===== src/rtl/gobou_wback.sv =====
// -----------------------------------------------------------------------------
// gobou_wback -- layer result write-back
//
// Buffers a stream of signed result words in a small FIFO and writes them to
// the image memory at consecutive addresses starting from a base address.
// Words are written only in cycles where the memory port is granted. The block
// counts accepted words and compares the count with the expected total when
// the stream drains.
//
// Ports
//   clk            sole clock, rising edge
//   xrst           synchronous active-high reset
//   in_begin       pulse: start (or restart) of a layer's result stream
//   in_valid       in_data carries a result word this cycle
//   in_end         pulse: stream finished (may coincide with last in_valid)
//   in_data        signed result word
//   output_addr    base address, sampled on in_begin
//   total_out      expected word count, sampled on in_begin
//   mem_gnt        image-memory port free this cycle
//   mem_img_we     write strobe (high only on a FIFO pop)
//   mem_img_addr   write address = base + words written so far
//   write_mem_img  write data = FIFO head
//   busy           high whenever not IDLE
//   done           one-cycle completion pulse
//   err            sticky: bit0 FIFO overflow, bit1 count mismatch
//
// State table
//   state | meaning
//   IDLE  | waiting for in_begin; in_valid/in_end ignored
//   RECV  | accepting words into the FIFO, writing when granted
//   DRAIN | stream ended, emptying the FIFO
//   DONE  | one-cycle done pulse, then back to IDLE
// -----------------------------------------------------------------------------
module gobou_wback #(
    parameter int DWIDTH  = 16,
    parameter int IMGSIZE = 12,
    parameter int LWIDTH  = 10,
    parameter int DEPTH   = 4
) (
    input  logic               clk,
    input  logic               xrst,
    input  logic               in_begin,
    input  logic               in_valid,
    input  logic               in_end,
    input  logic [DWIDTH-1:0]  in_data,
    input  logic [IMGSIZE-1:0] output_addr,
    input  logic [LWIDTH-1:0]  total_out,
    input  logic               mem_gnt,
    output logic               mem_img_we,
    output logic [IMGSIZE-1:0] mem_img_addr,
    output logic [DWIDTH-1:0]  write_mem_img,
    output logic               busy,
    output logic               done,
    output logic [1:0]         err
);

    localparam int AW = (DEPTH > 1) ? $clog2(DEPTH) : 1;

    typedef enum logic [1:0] {
        IDLE  = 2'd0,
        RECV  = 2'd1,
        DRAIN = 2'd2,
        DONE  = 2'd3
    } state_t;

    state_t state, state_nx;

    logic [DWIDTH-1:0]  fifo [DEPTH];
    logic [AW:0]        wr_ptr, rd_ptr, occ;
    logic [IMGSIZE-1:0] base, wcount;
    logic [LWIDTH-1:0]  total;
    logic [LWIDTH:0]    acnt;
    logic [1:0]         err_r;

    logic active, restart, empty, full;
    logic push_try, push, pop, ovf, last_pop, mismatch;

    assign active  = (state == RECV) || (state == DRAIN);
    assign restart = active && in_begin;

    // Pointers carry one extra wrap bit: equal -> empty, only wrap bit
    // differs -> full.
    assign occ   = wr_ptr - rd_ptr;
    assign empty = (wr_ptr == rd_ptr);
    assign full  = (wr_ptr[AW] != rd_ptr[AW]) &&
                   (wr_ptr[AW-1:0] == rd_ptr[AW-1:0]);

    // A restart discards the queue, so nothing of the old stream is written
    // in the restart cycle; reset likewise suppresses any write.
    assign pop      = active && !restart && !empty && mem_gnt && !xrst;
    assign push_try = (state == RECV) && !in_begin && in_valid;
    // When full, a same-cycle pop frees the slot the push needs.
    assign push     = push_try && (!full || pop);
    assign ovf      = push_try && full && !pop;
    assign last_pop = pop && (occ == {{AW{1'b0}}, 1'b1});
    assign mismatch = (acnt != {1'b0, total});

    always_comb begin
        state_nx = state;
        case (state)
            IDLE: begin
                if (in_begin) state_nx = RECV;
            end
            RECV: begin
                if (in_begin)    state_nx = RECV;
                else if (in_end) state_nx = DRAIN;
            end
            DRAIN: begin
                if (in_begin)                state_nx = RECV;
                else if (empty || last_pop)  state_nx = DONE;
            end
            DONE: begin
                state_nx = IDLE;
            end
            default: state_nx = IDLE;
        endcase
    end

    always_ff @(posedge clk) begin
        if (xrst) begin
            state  <= IDLE;
            wr_ptr <= '0;
            rd_ptr <= '0;
            wcount <= '0;
            acnt   <= '0;
            err_r  <= '0;
            base   <= '0;
            total  <= '0;
        end else begin
            state <= state_nx;
            if (in_begin && ((state == IDLE) || active)) begin
                base   <= output_addr;
                total  <= total_out;
                wr_ptr <= '0;
                rd_ptr <= '0;
                wcount <= '0;
                acnt   <= '0;
                err_r  <= '0;
            end else begin
                if (push) begin
                    wr_ptr <= wr_ptr + 1'b1;
                    // Saturate so a runaway stream still reads as a mismatch.
                    if (acnt != '1) acnt <= acnt + 1'b1;
                end
                if (pop) begin
                    rd_ptr <= rd_ptr + 1'b1;
                    wcount <= wcount + 1'b1;
                end
                if (ovf) err_r[0] <= 1'b1;
                if ((state == DRAIN) && (state_nx == DONE) && mismatch)
                    err_r[1] <= 1'b1;
            end
        end
    end

    // Storage array has no reset; occupancy is governed by the pointers.
    always_ff @(posedge clk) begin
        if (push && !xrst) fifo[wr_ptr[AW-1:0]] <= in_data;
    end

    assign mem_img_we    = pop;
    assign mem_img_addr  = base + wcount;
    assign write_mem_img = fifo[rd_ptr[AW-1:0]];
    assign busy          = (state != IDLE);
    assign done          = (state == DONE);
    assign err           = err_r;

endmodule


===== config.mk =====
export PLATFORM = sky130hd
export DESIGN_NAME = gobou_wback
export DESIGN_NICKNAME = d
export VERILOG_FILES = /design/src/rtl/gobou_wback.sv
export SDC_FILE = /design/constraint.sdc
export NUM_CORES = 1
export LEC_CHECK = 0
export BUFFER_PORTS_ARGS = -buffer_cell sky130_fd_sc_hd__buf_4
export CORE_MARGIN = 2
export CORE_UTILIZATION = 55
export CTS_CLUSTER_DIAMETER = 120
export CTS_CLUSTER_SIZE = 10
export DETAILED_ROUTE_END_ITERATION = 7
export PLACE_DENSITY = 0.77
export SYNTH_ARGS = -nofsm -noshare
export SYNTH_HDL_FRONTEND = slang
export SYNTH_SLANG_ARGS = --single-unit

===== constraint.sdc =====
create_clock -name clk -period 4.2 [get_ports clk]
set_clock_uncertainty 0.15 [all_clocks]
set_input_delay 0.63 -clock clk [delete_from_list [all_inputs] [get_ports clk]]
set_output_delay 0.63 -clock clk [all_outputs]
set_load 0.02 [all_outputs]

After elaboration in Yosys (flattened, before gate mapping)
Memories as Yosys holds them, arrays and structs flattened. A register that Yosys moved wholly into a read port is not among the register bits.
Index checks and enable logic that the tools add are counted.
W data, S select, Z words.
{"block": "op_classes", "mux": 10, "n_addsub": 6, "n_reduce_logical": 30, "n_eq_ne": 10}
{"op": "$logic_and A1 B1 Y1", "count": 16}
{"op": "$mux W2", "count": 7}
{"op": "$add A12 B1 Y12 const B", "count": 1}
{"op": "$add A12 B12 Y12", "count": 1}
{"op": "$add A11 B1 Y11 const B", "count": 1}
{"op": "$ne A11 B10 Y1", "count": 1}
{"op": "$ne A11 B11 Y1 const B", "count": 1}
{"op": "$pmux W2 S4", "count": 1}
{"op": "$add A3 B1 Y3 const B", "count": 2}
{"op": "$eq A2 B2 Y1 const B", "count": 3}
{"op": "$logic_not A1 Y1", "count": 6}
{"op": "$logic_or A1 B1 Y1", "count": 4}
{"op": "$eq A3 B1 Y1 const B", "count": 1}
{"op": "$eq A3 B3 Y1", "count": 1}
{"op": "$sub A3 B3 Y3", "count": 1}
{"op": "$eq A2 B1 Y1 const B", "count": 1}
{"op": "$eq A2 B2 Y1", "count": 1}
{"op": "$logic_not A2 Y1", "count": 1}
{"op": "$mux W1", "count": 2}
{"op": "$reduce_and A2 Y1", "count": 1}
{"op": "$reduce_bool A2 Y1", "count": 1}
{"op": "$reduce_or A2 Y1", "count": 1}
{"op": "$ne A1 B1 Y1", "count": 1}
{"block": "totals", "elab_cells": 66, "inputBits": 44, "output_inout_bits": 33, "ram_bits": 64, "regBits": 55, "n_memories": 1}
{"memory": "fifo", "depth": 4, "word_bits": 16, "read_ports": 1, "rd_clocked_by_memory_dff": 1, "wr": 1, "line": "68", "source": "logic [DWIDTH-1:0] fifo [DEPTH];"}

Depth between registers and ports, before layout
Gate-level depths: netlist of the first run.
{"block": "depth", "ltp_word": 16, "ltp_mapped": 9, "ltp_nobuf": 8}

Worst setup path before layout of the first run
OpenSTA, ideal clock, no wires.
{"block": "synth_path", "path_kind": "reg2out", "startpoint": "reg wcount[0]", "endpoint": "out mem_img_addr[10]", "path_stages_with_launch": 9, "n_path_buf": 0, "t_required_ps": 3420, "arrival_time_ps": 2142, "path_slack_ps": 1278, "cell_sequence": "dfxtp_1 > ha_1 > inv_1 > fa_1 > nor2b_1 > o31a_1 > o221a_2 > nor2_1 > o311ai_1"}
{"block": "synth_between", "elab_chain_cells": 1}
{"item": "start: declaration", "line": "70", "source": "logic [IMGSIZE-1:0] base, wcount;"}
{"item": "start signal: assignment", "line": "147", "source": "wcount <= wcount + 1'b1;"}
{"item": "$add A12 B12 Y12", "line": "162", "source": "assign mem_img_addr = base + wcount;"}
{"item": "end: declaration", "line": "50", "source": "output logic [IMGSIZE-1:0] mem_img_addr,"}
No other way between the ends.

Worst setup path in the final report of the first run
Same ends and word-level chain as after synthesis.

==> run metrics, run 1 <==
Die Width 104 µm; Relative slew margins 25.2%; status complete, no violations; EDFF count, synth 64; post-synth cell types 53; CP Class flop to output port; number of remaining DRC errors 0; global-route wire length before repair 17.7 mm; post-cts resize count 0; GPL Wtd Cong 0.813; Final Hold Viols 0; IO buf count 76; Reg-to-Reg Start state[1]; CTS Hold Bufs 0; Ant. Diodes 0; worst min path class input pin to flop; PwrDens 419 nW/µm²; Vias/cell 5.38; Pre-antenna DRT Iters 4; number of CTS-inserted buffers 17; Post-CTS Setup Inserts 0; DIE HEIGHT 104 µm; Initial Util 56.7%; sequential area share after synthesis 55.6%; CTS Root Cell clkbuf_8; setup tns final 0 ns; Worst Setup EP mem_img_addr[10]; syn_area_per_cell 12.0 µm²; max cap viols 0; H-tree levels 4; xor/xnor cell area share of the yosys netlist 7.22%; Period Utilization, post-route 83.4%; Top FF cell, synth edfxtp_1; kind of end point of the critical path output port; dpl cells 653; Reg2Reg Setup Slack 1.23 ns; Worst-Skew Late Latency 0.51 ns; fill cell count 685; Sink Count 121; ys async rst share 0%; DRT iter0 DRCs 189; RSZ-0062 raised after global routing no; Rows 36; antenna violations before repair 0; Core ar. 9730 µm²; CTS tree done; die area 10800 µm²; Worst-Margin Slew 1.12 ns; FMAX 285 MHz; Leakage 0.00265 µW; post-synthesis compound-gate area fraction 8.08%; endpoints failing setup 0; Tot GR Track Use 20.9%; fin. max-slew vios 0; Core Util, Final 69.7%; Fin Hold WS 0.163 ns; fin cells 684; dpl hpwl 7.12 mm; Area Overhead vs Synth 22.9%; Nets 610; Critical Path Start wcount[0]; vias 3680; syn nets 530; gr ovfl total 0; Post-Synth Adder-Cell Area 6.40%; simple-gate portion of the synthesized area 13.5%; mux contribution to synthesized area 6.90%; Routed WL 10.6 mm; Cells after Synth 459; clock buffer depth 2; r2r endpoint fifo[0][7]; Yosys reg bits 121; Worst setup SP type flop; largest net degree at the start of global routing 31; antenna-violating nets left 0; reg2reg path depth 6; I/O Pins 77; vias in the first global route 3656; CP max FO 4; worst path arrival time 2.72 ns; post-synthesis instance area 5510 µm²; multi-input logic area 2320 µm²; Worst VDD drop 0.426 mV; Worst-path clk slew 0.06 ns; WL/cell 15.5 µm; Req. time, crit path 3.42 ns; Tmin final 3.50 ns; fraction of layout cells with a size suffix above 1 24.5%; largest family of logic cells by synthesized area simple AND/OR/NAND/NOR gates; Ys Warns 0; Reg area 3060 µm²
[worst max-delay path, stage by stage, from the launching register on]
cell      delay, ns
dfxtp_1        0.40
ha_1           0.22
inv_1          0.06
fa_1           0.40
nor2b_1        0.17
o31a_1         0.19
o221a_2        0.22
nor2_1         0.06
o311ai_1       0.28
buf_4          0.19
[state kept, by name (all words and copies together), names as in the netlist, named ones only]
register,count
wcount,12
acnt,11
wr_ptr,3
rd_ptr,3
total,10
fifo,64
state,2
base,12
err,2
[cells in the mapped netlist (3+ instances only)]
library cell	number	share of area [%]
edfxtp_1	64	35
nand2_1	62	4.2
dfxtp_1	57	21
a21oi_1	38	3.4
nor2_1	36	2.5
xor2_1	31	4.9
ha_1	25	5.7
mux4_2	16	6.5
clkbuf_1	13	0.89
inv_1	12	0.82
xnor2_1	10	1.6
and2_1	9	1.0
o21ai_0	9	0.82
nand3_1	8	0.73
nand4_1	8	0.91
or3_1	6	0.68
nor2b_1	4	0.45
nor4_1	4	0.45
o21a_1	4	0.54
a211oi_1	3	0.41
and3_1	3	0.34
[metal layers]
layer	up-vias	GRT usage, %	part of all wire (%)
li1	1809	-	-
met1	1752	27.4	45
met2	106	33.8	49
met3	13	5.89	4.8
met4	0	6.85	1.2
met5	-	0	0
[cells by family after synthesis]
logic type,count (synthesis)
mux,18
compound gates,69
flops,121
xor+xnor,43
simple gates,151
fa+ha+maj,27
buf+inv,30
[cell usage in the layout (no fill, tap or decap), types with 8 or more instances in the layout]
cell | netlist | routed
edfxtp_1 | 64 | 64
mux4_2 | 16 | 16
xor2_1 | 31 | 31
and2_1 | 9 | 9
clkbuf_16 | 0 | 16
buf_4 | 1 | 79
nand4_1 | 8 | 8
nor2_1 | 36 | 36
ha_1 | 25 | 25
nand3_1 | 8 | 8
inv_1 | 12 | 12
nand2_1 | 62 | 62
a21oi_1 | 38 | 38
o21ai_0 | 9 | 9
dfxtp_1 | 57 | 57
xnor2_1 | 10 | 10
[where the power goes]
group          total [µW]  switching, µW  internal, µW  leakage, µW
sequential           1270           10.2          1260      0.00104
combinational         149           79.6          69.4      0.00133
clock                1420            515           903     0.000285
total                2840            605          2230      0.00265
[how the worst min path moves through the flow]
stage | startpoint | end | cells past startpoint
final | in_data[12] | fifo[3][12] | 1
after global routing | in_data[12] | fifo[3][12] | 1
after CTS | in_data[12] | fifo[3][12] | 1
after detailed placement | err[1] | err[1] | 2
after global placement | err[1] | err[1] | 2
after floorplan | base[0] | base[0] | 2
[layout make-up]
type	count	share of cell area (%)
Sequential cell	121	45.2
Timing Repair Buffer	79	8.75
Tap cell	133	2.46
Clock inverter	14	2.55
Inverter	12	0.665
Multi-Input combinational cell	308	34.3
Clock buffer	17	6.11
[stage by stage]
| stage | total power, µW | setup WS (ns) | instance area, µm² |
|---|---|---|---|
| floorplan | 1370 | 1.28 | 5510 |
| global placement | 1440 | 1.16 | 6190 |
| detailed placement | 1440 | 1.05 | 6190 |
| CTS | 2860 | 0.690 | 6780 |
| global route | 2930 | 0.586 | 6780 |
| finish | 2840 | 0.697 | 6780 |
No activity file was read; power rests on OpenSTA's default activity.
==> run 2: changes to the inputs <==
--- a/config.mk
+++ b/config.mk
@@ -5,13 +5,14 @@
 export SDC_FILE = /design/constraint.sdc
 export NUM_CORES = 1
 export LEC_CHECK = 0
+export ABC_AREA = 1
 export BUFFER_PORTS_ARGS = -buffer_cell sky130_fd_sc_hd__buf_4
 export CORE_MARGIN = 2
-export CORE_UTILIZATION = 55
+export CORE_UTILIZATION = 52
 export CTS_CLUSTER_DIAMETER = 120
 export CTS_CLUSTER_SIZE = 10
 export DETAILED_ROUTE_END_ITERATION = 7
-export PLACE_DENSITY = 0.77
+export PLACE_DENSITY = 0.76
 export SYNTH_ARGS = -nofsm -noshare
 export SYNTH_HDL_FRONTEND = slang
 export SYNTH_SLANG_ARGS = --single-unit
==> constraint.sdc (replaced) <==
create_clock -name clk -period 2.8 [get_ports clk]
set_clock_uncertainty 0.15 [all_clocks]
set_input_delay 0.42 -clock clk [delete_from_list [all_inputs] [get_ports clk]]
set_output_delay 0.42 -clock clk [all_outputs]
set_load 0.02 [all_outputs]
==> run metrics, run 2 <==
Gate power share 11.2%; kind of end point of the critical path output port; die area 11800 µm²; Initial Util 52.8%; Die Width 108 µm; simple-gate portion of the synthesized area 18.2%; dpl hpwl 8.19 mm; largest delay contributor family on the critical path compound AO/OA/AOI/OAI gates; CTS tree done; I/O Pins 77; sequential area share after synthesis 54.0%; vias 4824; Worst-Margin Slew 0.489 ns; Relative slew margins 67.4%; top cells by area, synth edfxtp_1, dfxtp_1, nor2_1, o21ai_0, ha_1; Sink Count 121; antenna-violating nets left 0; fill cell count 791; Slowest-stage cell, CP dfxtp_2; H-tree levels 4; Period Utilization, post-route 102%; EDFF count, synth 64; global-route wire length before repair 20.8 mm; fin. max-slew vios 0; number of remaining DRC errors 0; Tot GR Track Use 22.9%; syn nets 680; Worst-path clk slew 0.06 ns; IO buf count 76; failing checks negative setup slack; Yosys reg bits 121; GPL Wtd Cong 0.895; Synth top cells by count nor2_1, o21ai_0, edfxtp_1, nand2_1; Area Overhead vs Synth 32.1%; DRT iter0 DRCs 338; antenna violations before repair 0; largest family of logic cells by synthesized area simple AND/OR/NAND/NOR gates; Leakage 0.00299 µW; CP dominant cell by count nand2_1; CP peak stage delay 0.40 ns; Rows 38; Final Hold Viols 0; Worst-Skew Late Latency 0.52 ns; gr ovfl total 0; fraction of layout cells with a size suffix above 1 23.4%; Yosys top cell by area edfxtp_1; post-synthesis compound-gate area fraction 12.0%; vias in the first global route 4628; worst min path class input pin to flop; post-route setup slack -0.0612 ns; Tmin final 2.86 ns; internal power component 3390 µW; clock buffer depth 2; Vias/cell 5.40; Req. time, crit path 2.23 ns; Largest register FFs 64; DIE HEIGHT 108 µm; post-synth cell types 37; most frequent cells in the layout nor2_1, buf_4, o21ai_0; Nets 811; ys async rst share 0%; part of the power in registers 43.8%; WL/cell 14.7 µm; CTS Root Cell clkbuf_8; Worst setup SP type flop; Sw Share 23.9%; CP Class flop to output port; Cells after Synth 609; Top FF cell, synth edfxtp_1; Core ar. 10700 µm²; mux contribution to synthesized area 0%; Post-Synth Adder-Cell Area 6.22%; Ys Warns 0; Buf/Inv on CP 1; Fin Hold WS 0.0496 ns; largest net degree at the start of global routing 33; xor/xnor cell area share of the yosys netlist 4.02%; CP max FO 5; top cell type's share of synthesized area 33.9%; syn_area_per_cell 9.31 µm²; Worst VDD drop 0.399 mV; endpoints failing setup 1; Routed WL 13.2 mm; Ant. Diodes 0; crit path cell chain ha_1 -> a21oi_1 -> o21ai_0 -> a21o_1 -> nand2_1 -> nand2_1 -> a21oi_2 -> xnor2_1 -> buf_4; max cap viols 0; post-synthesis instance area 5670 µm²; Psw 1060 µW; clock share of power 45.1%; PwrDens 594 nW/µm²; commonest non-fill, non-tap cell in the layout nor2_1; most frequent cell after synthesis nor2_1; FMAX 350 MHz; worst path arrival time 2.29 ns; number of CTS-inserted buffers 17; RSZ-0062 raised after global routing yes; power consumption 4450 µW; status finished, violations left; Pre-antenna DRT Iters 6
[run 2: kinds of logic (layout without fill, tap and decap cells)]
| group | count (synthesis) | after routing |
|---|---|---|
| compound gates | 129 | 129 |
| flops | 121 | 121 |
| buf+inv | 81 | 225 |
| fa+ha+maj | 27 | 27 |
| simple gates | 225 | 225 |
| xor+xnor | 26 | 26 |
[run 2: worst reg2reg max path, cell delays in order (launching register included)]
cell      delay [ns]
dfxtp_1         0.36
inv_1           0.12
ha_1            0.29
nand2_1         0.06
nor3_2          0.19
nand2_4         0.17
nand2_2         0.11
nand2_4         0.07
clkinv_4        0.09
nand2_1         0.11
nor2_1          0.11
buf_4           0.27
[run 2: cell type report]
type | instances | area, µm² | area share [%]
clock inverter | 14 | 131 | 1.75
sequential | 121 | 3080 | 41.1
clock buffer | 18 | 418 | 5.58
inverter | 63 | 246 | 3.29
tap | 140 | 175 | 2.34
multi-input combinational | 407 | 2370 | 31.7
timing repair buffer | 130 | 1070 | 14.3
[run 2: power by group through the flow]
stage	logic (µW)	clock network [µW]	registers (µW)
2_1_floorplan	272	0	1970
3_3_place_gp	431	0	1980
3_5_place_dp	441	0	1980
4_1_cts	487	2030	1950
5_1_grt	548	2110	1950
6_report	498	2010	1950
[run 2: path summary, 6_finish.rpt]
| kind | start | cells past startpoint | to | slack, ns |
|---|---|---|---|---|
| setup reg to reg | state[1] | 11 | fifo[3][12] | 0.39 |
| setup / recovery | wcount[5] | 9 | mem_img_addr[10] | -0.06 |
| hold / removal | total_out[4] | 3 | total[4] | 0.05 |
| hold reg to reg | total[4] | 2 | total[4] | 0.32 |
[run 2: layer usage]
layer	up-vias	GRT usage [%]	wire (µm)
li1	2323	-	-
met1	2254	27.7	5700
met2	197	38.3	6290
met3	50	5.42	813
met4	0	11.4	346
met5	-	0	0
[run 2: repair_timing]
action	4_1_cts	5_1_grt
setup buffers	3	3
gates resized for setup	20	9
hold buffers	34	0
endpoints found under the hold margin	83	0
endpoints found under the setup margin	7	6
pin swaps	8	11
[run 2: per-stage QoR]
step           TNS (ns)  setup slack [ns]  std cells  util, %  instance area, µm²
6_report        -0.0612           -0.0612        893     69.7                7490
5_1_grt          -0.508            -0.192        893     69.7                7490
4_1_cts         -0.0584           -0.0330        890     69.2                7430
3_5_place_dp          0             0.254        821     60.1                6460
3_3_place_gp          0             0.293        821     60.1                6460
2_1_floorplan         0             0.222        609        -                5670
==> run 3: changes to the inputs <==
--- a/config.mk
+++ b/config.mk
@@ -12,6 +12,7 @@
 export CTS_CLUSTER_DIAMETER = 120
 export CTS_CLUSTER_SIZE = 10
 export DETAILED_ROUTE_END_ITERATION = 7
+export HOLD_SLACK_MARGIN = 0.05
 export PLACE_DENSITY = 0.76
 export SYNTH_ARGS = -nofsm -noshare
 export SYNTH_HDL_FRONTEND = slang
==> run metrics, run 3 (synthesis gave the netlist of run 2 again) <==
RSZ-0062 raised after global routing yes; number of remaining DRC errors 0; commonest non-fill, non-tap cell in the layout nor2_1; Slowest-stage cell, CP ha_1; setup tns final -0.0893 ns; Rows 38; CTS Root Cell clkbuf_8; DIE HEIGHT 108 µm; final std cell area, no fill 7560 µm²; I/O Pins 77; Tmin final 2.85 ns; vias in the first global route 4728; Ant. Diodes 0; fraction of layout cells with a size suffix above 1 23.2%; vias 4857; CP peak stage delay 0.38 ns; Relative slew margins 67.3%; IO buf count 76; largest delay contributor family on the critical path compound AO/OA/AOI/OAI gates; GPL Wtd Cong 0.895; largest net degree at the start of global routing 33; Final Hold Viols 0; PwrDens 590 nW/µm²; Nets 818; worst path arrival time 2.28 ns; Worst VDD drop 0.371 mV; DRT iter0 DRCs 301; CTS tree done; Largest register FFs 64; Fin Hold WS 0.142 ns; status finished, violations left; die area 11800 µm²; Tot GR Track Use 23.6%; Pre-antenna DRT Iters 6; post-route setup slack -0.0503 ns; WL/cell 15.0 µm; Core ar. 10700 µm²; number of CTS-inserted buffers 17; CP max FO 5; dpl hpwl 8.19 mm; FMAX 351 MHz; Sink Count 121; power consumption 4460 µW; fill cell count 777; kind of end point of the critical path output port; endpoints failing setup 3; Worst-Margin Slew 0.491 ns; Area after DPL 6460 µm²; Die Width 108 µm; max cap viols 0; failing checks negative setup slack; Period Utilization, post-route 102%; Vias/cell 5.40; antenna-violating nets left 0; hold depth 4; most frequent cells in the layout nor2_1, buf_4, o21ai_0; gr ovfl total 0; H-tree levels 4; clock buffer depth 2; reg2reg path depth 11; fin. max-slew vios 0; Req. time, crit path 2.23 ns; Routed WL 13.5 mm; Buf/Inv on CP 1; antenna violations before repair 0; Worst-path clk slew 0.06 ns; Initial Util 52.8%; global-route wire length before repair 21.3 mm; worst min path class input pin to flop; Worst path depth 9; crit path cell chain ha_1 -> a21oi_2 -> o21ai_2 -> a21o_1 -> nand2_1 -> nand2_1 -> a21oi_2 -> xnor2_1 -> buf_4; Leakage 0.00302 µW; CP Class flop to output port; Area Overhead vs Synth 33.3%; Worst-Skew Late Latency 0.52 ns; dpl ws 0.254 ns; Worst setup SP type flop
run 3: changes by cell type in the layout (fill, tap and decap cells not counted):
cell           previous run  this run
buf_4                    95        96
nand2_1                  61        63
buf_6                     0         1
nand3_2                   2         3
nand2_2                   9         7
a21oi_2                   6         5
a21oi_1                  34        35
nand3_1                  19        18
dlygate4sd3_1            34        39
run 3: tightest hold or removal path, stage by stage:
cell,delay [ns]
buf_4,0.12
o21ai_0,0.08
nand2_1,0.09
nor2_1,0.04
run 3: through the flow:
stage	std cells	util (%)
detailed placement	821	60.1
finish	900	70.3
global route	900	70.3
CTS	895	69.6
global placement	821	60.1
floorplan	609	-
run 3: cell type report:
type | count | area, µm² | area share, %
clock buffers | 18 | 418 | 5.53
clock inverters | 14 | 131 | 1.74
inverters | 63 | 246 | 3.26
multi-input cells | 407 | 2370 | 31.3
flip-flops and latches | 121 | 3080 | 40.7
well taps | 140 | 175 | 2.32
repair buffers | 137 | 1140 | 15.1
run 3: final timing paths:
check | startpoint | end | slack, ns
setup / recovery | wcount[3] | mem_img_addr[10] | -0.05
hold reg to reg | total[4] | total[4] | 0.33
hold / removal | in_begin | state[1] | 0.14
setup reg to reg | state[1] | fifo[3][12] | 0.39
run 3: power by group:
part | total [µW] | internal (µW) | switching, µW
Sequential | 1950 | 1910 | 33.5
Combinational | 508 | 226 | 282
Clock | 2000 | 1250 | 752
Total | 4460 | 3390 | 1070
run 3: metal layers:
layer,share of wire (%),global-route usage [%],routed length [µm]
met5,0,0,0
met4,2.4,12.2,328
met3,7.4,5.73,1010
met2,49,39.8,6570
met1,42,27.9,5610
run 3: repair_timing:
item,in CTS,in global routing
hold endpoints to repair,88,0
buffers inserted,3,5
pin swaps,8,14
gates resized for setup,20,8
endpoints found under the setup margin,7,6
hold buffers,39,0
